**src/rtl/level_col_feeder.sv**
```systemverilog
// Level column feeder: fetches level ROM columns and hands them to the block array one Shift at a time.
// Define FEEDER_WRAP_EN to loop the level forever instead of halting in END after the last column.
module level_col_feeder #(
  parameter int LEVEL_LEN    = 200,
  parameter int PRELOAD_COLS = 10
) (
  input  logic        clk,
  input  logic        reset_n,
  input  logic        shift_req,
  output logic        rom_rd,
  output logic [7:0]  rom_addr,
  input  logic [31:0] rom_data,
  output logic [29:0] new_block_id,
  output logic        shift,
  output logic [7:0]  col_count,
  output logic        preload_done,
  output logic        level_end,
  output logic        overrun
);

  typedef enum logic [1:0] {FETCH, CAPTURE, READY, END} state_t;

  state_t      state, next_state;
  logic [29:0] col_buf;
  logic        pending, pending_next;
  logic        consume, drop, last_col;
  logic        unused_rom_bits;

  assign unused_rom_bits = ^rom_data[31:30];
  assign last_col        = (rom_addr == 8'(LEVEL_LEN - 1));

  // NOTE: every signal driven here gets a default first so no latch can be inferred.
  always_comb begin
    next_state   = state;
    pending_next = pending;
    drop         = 1'b0;
    consume      = 1'b0;

    if (state != END && shift_req) begin
      if (!preload_done || pending) drop = 1'b1;
      else if (state != READY)      pending_next = 1'b1;
    end

    unique case (state)
      // rom_rd is still low in the first FETCH cycle after reset: issue the read first.
      FETCH:   next_state = rom_rd ? CAPTURE : FETCH;
      CAPTURE: next_state = READY;
      READY: begin
        consume = !preload_done || pending || shift_req;
        if (consume) begin
          pending_next = 1'b0;
`ifdef FEEDER_WRAP_EN
          next_state = FETCH;
`else
          next_state = last_col ? END : FETCH;
`endif
        end
      end
      END:     next_state = END;
    endcase
  end

  // NOTE: sequential state uses non-blocking assignments only; every register, including
  // the column buffer, is cleared by the asynchronous reset so a reset discards a fetch in flight.
  always_ff @(posedge clk or negedge reset_n) begin
    if (!reset_n) begin
      state        <= FETCH;
      rom_rd       <= 1'b0;
      rom_addr     <= '0;
      col_buf      <= '0;
      new_block_id <= '0;
      shift        <= 1'b0;
      col_count    <= '0;
      preload_done <= 1'b0;
      level_end    <= 1'b0;
      overrun      <= 1'b0;
      pending      <= 1'b0;
    end else begin
      state   <= next_state;
      pending <= pending_next;
      rom_rd  <= (next_state == FETCH);
      shift   <= consume;
      if (drop) overrun <= 1'b1;
      if (state == CAPTURE) col_buf <= rom_data[29:0];
      if (consume) begin
        new_block_id <= col_buf;
        col_count    <= col_count + 8'd1;
        if (col_count == 8'(PRELOAD_COLS - 1)) preload_done <= 1'b1;
        if (next_state == FETCH) rom_addr <= last_col ? 8'd0 : rom_addr + 8'd1;
      end
`ifdef FEEDER_WRAP_EN
      level_end <= consume && last_col;
`else
      if (consume && last_col) level_end <= 1'b1;
`endif
    end
  end

endmodule
```
**config.mk**
```make
export PLATFORM = sky130hd
export DESIGN_NAME = level_col_feeder
export DESIGN_NICKNAME = d
export VERILOG_FILES = /design/src/rtl/level_col_feeder.sv
export SDC_FILE = /design/constraint.sdc
export NUM_CORES = 1
export LEC_CHECK = 0
export ABC_AREA = 1
export BUFFER_PORTS_ARGS = -buffer_cell sky130_fd_sc_hd__buf_4
export CAP_MARGIN = 40
export CORE_AREA = 2 2 63 124
export DETAILED_ROUTE_END_ITERATION = 12
export DIE_AREA = 0 0 65 126
export PLACE_DENSITY = 0.73
export SLEW_MARGIN = 20
export SYNTH_ARGS = -nofsm -noshare
export SYNTH_HDL_FRONTEND = slang
export SYNTH_SLANG_ARGS = --single-unit
```
**constraint.sdc**
```tcl
create_clock -name clk -period 4.7 [get_ports clk]
set_clock_uncertainty 0.2 [all_clocks]
set_input_delay 0.235 -clock clk [delete_from_list [all_inputs] [get_ports clk]]
set_output_delay 0.235 -clock clk [all_outputs]
set_load 0.1 [all_outputs]
```
==> metrics.yaml <==
die:
  dieArea_um2: 8190
  start_util_pct: 48.8
  rows: 44
  core_um2: 7210
  num_io_pins: 86
  die_width_um: 65
  die_h_um: 126
clock_network:
  numCtsBuffers: 9
  post-cts-setup-buffer-count: 0
  cts.clk_slew.worst_paths_ps: 60
  cts_sinks: 84
  clk_latency_ps: 330
  htree_num_levels: 3
  clock_path_buffers: 2
  root_buffer: "clkbuf_16"
  cts_tree: "done"
worst_setup_path:
  cp_common_cell: "buf_4"
  worst_setup_path_start_kind: "input port"
  endpoint_kind: "flip-flop"
  max_stage_delay_ps: 540
  critPathMaxFanout: 35
  path_cells: "dlygate4sd3_1 > buf_4 > inv_1 > nand3_2 > nand2_2 > buf_4 > nor2_1 > xor2_1"
  cp_top_family: "buffers and inverters"
  required_ps: 4710
  arrival_ps: 2380
  cp_slowest_cell: "dlygate4sd3_1"
  crit_buf_inv: 4
  r2r_cells: 6
  crit_type: "in -> reg"
  path_depth: 8
timing:
  fin_crit_sh_pct: 50.6
  final_hold_viol_count: 0
  slew_viol_final: 0
  post-route-min-period_ps: 2380
  fmax_mhz: 420
  setup_violations: 0
  whs_ps: 190
  rsz0062_at_grt: "no"
  layout_setup_ws_ps: 2320
  slew_headroom_pct: 56.7
  totalNegativeSetupSlack_ps: 0
  worstMarginPinSlew_ps: 648
route:
  initialDrtViolationCount: 119
  via_per_inst: 4.74
  wl_mm: 7.27
  vias: 2769
  drtAntennaViolNets: 0
  wl_per_cell_um: 12.5
  drc_errors: 0
  detail_route.first_pass.iterations: 4
cells_and_area:
  final_nets: 525
  multiInputGateArea_um2: 1120
  fin_util_pct: 67.3
  diodes: 0
  syn2layout_area_growth_pct: 38.0
  seq_area_um2: 2100
  fin_cells: 584
  n_fill_cell: 606
  drive_above_1_share_pct: 24.6
  fin_area_um2: 4850
  final_cell_mix: "dfrtp_1 (84), buf_4 (84), nand2_1 (77)"
pwr:
  vdd_drop_max_uv: 241
  power_density_nw_per_um2: 328
  power.total_mw: 1.59
  leakage_nw: 2.50
yosys:
  synth_top_cell_by_area: "dfrtp_1"
  synth_seq_cells: 84
  ys_seq_area_share_pct: 59.8
  yosys_warnings: 0
  yosysUniqueCellTypes: 27
  syn_nets: 410
  synth_top_area_share_pct: 59.8
  syn_inst: 372
  syn_avg_cell_area_um2: 9.45
  synth_area_leaders: "dfrtp_1 (60%), nand2_1 (8.3%), inv_1 (5.0%)"
  syn_area_um2: 3520
placed_design:
  dpl_cell_area_um2: 4200
  hpwl_mm: 5.02
  post-place-ws_ps: 2490
  dp_cells: 536
  place_congestion: 0.795
  portBuffers: 83
global_route:
  grt_use_total_pct: 19.6
  grt_max_degree: 56
  antenna_found_initial: 0
  grt_pass1_vias: 2726
  grt_first_pass_wirelength_mm: 12.5
  overflow: 0
job:
  max_cap_violations: 0
run_status:
  status: "complete, no violations"
worst_hold_path:
  hp-class: "in -> async"
[cells by family after synthesis]
logic type | after synthesis | synth area share [%]
adder cells (fa/ha/maj) | 3 | 1.07
buffers and inverters | 63 | 8.40
multiplexers | 1 | 0.320
AO/OA/AOI/OAI | 72 | 11.3
flip-flops | 84 | 59.8
XOR/XNOR | 6 | 1.49
AND/OR/NAND/NOR | 143 | 17.6
[cell type report]
| cell class | count | share of cell area, % |
|---|---|---|
| repair buffers | 118 | 20.6 |
| inverters | 49 | 3.79 |
| well taps | 92 | 2.37 |
| flip-flops and latches | 84 | 43.3 |
| clock buffers | 11 | 4.80 |
| multi-input cells | 225 | 23.1 |
| clock inverters | 5 | 2.06 |
[state kept, by name (all words and copies together) (netlist names)]
signal	flops
col_buf	30
new_block_id	30
col_count	8
rom_addr	8
state	2
level_end	1
overrun	1
pending	1
preload_done	1
rom_rd	1
shift	1
[cells in the mapped netlist (all sizes together)]
library cell,count
buf,13
nand2,80
nor2,43
xnor2,3
nand3,12
mux2,1
nand3b,1
xor2,3
inv,49
o21ai,40
ha,3
dfrtp,84
nor3,4
a31o,2
nand4,3
clkbuf,1
a21oi,30
[power breakdown]
group | total (mW) | internal, mW | leakage, nW | switching, mW
clock | 0.777 | 0.517 | 0.163 | 0.259
sequential | 0.740 | 0.736 | 1.08 | 0.00327
combinational | 0.0742 | 0.0422 | 1.26 | 0.0320
[what timing repair did]
item                      4_1_cts  5_1_grt
resized for setup               0        0
hold buffers                   32        0
hold endpoints to repair       61        0
[layer usage]
metal	routed length, µm	up-vias	track usage, %	share of wire (%)
met5	0	-	0	0
met4	103	0	7.51	1.4
met3	293	7	4.46	4.0
met2	3970	65	34.0	55
met1	2900	1296	23.3	40
li1	-	1401	-	-
[path summary, 6_finish.rpt]
check | to | slack, ps | startpoint
hold reg to reg | level_end$_DFFE_PN0P_ | 270 | level_end$_DFFE_PN0P_
setup / recovery | col_count[2]$_DFFE_PN0P_ | 2320 | shift_req
setup reg to reg | col_count[2]$_DFFE_PN0P_ | 2490 | pending$_DFF_PN0_
max in group asynchronous | rom_addr[3]$_DFFE_PN0P_ | 3520 | reset_n
hold / removal | new_block_id[27]$_DFFE_PN0P_ | 190 | reset_n
min in group clk | level_end$_DFFE_PN0P_ | 270 | level_end$_DFFE_PN0P_
Power figures use the tool's default switching activity.
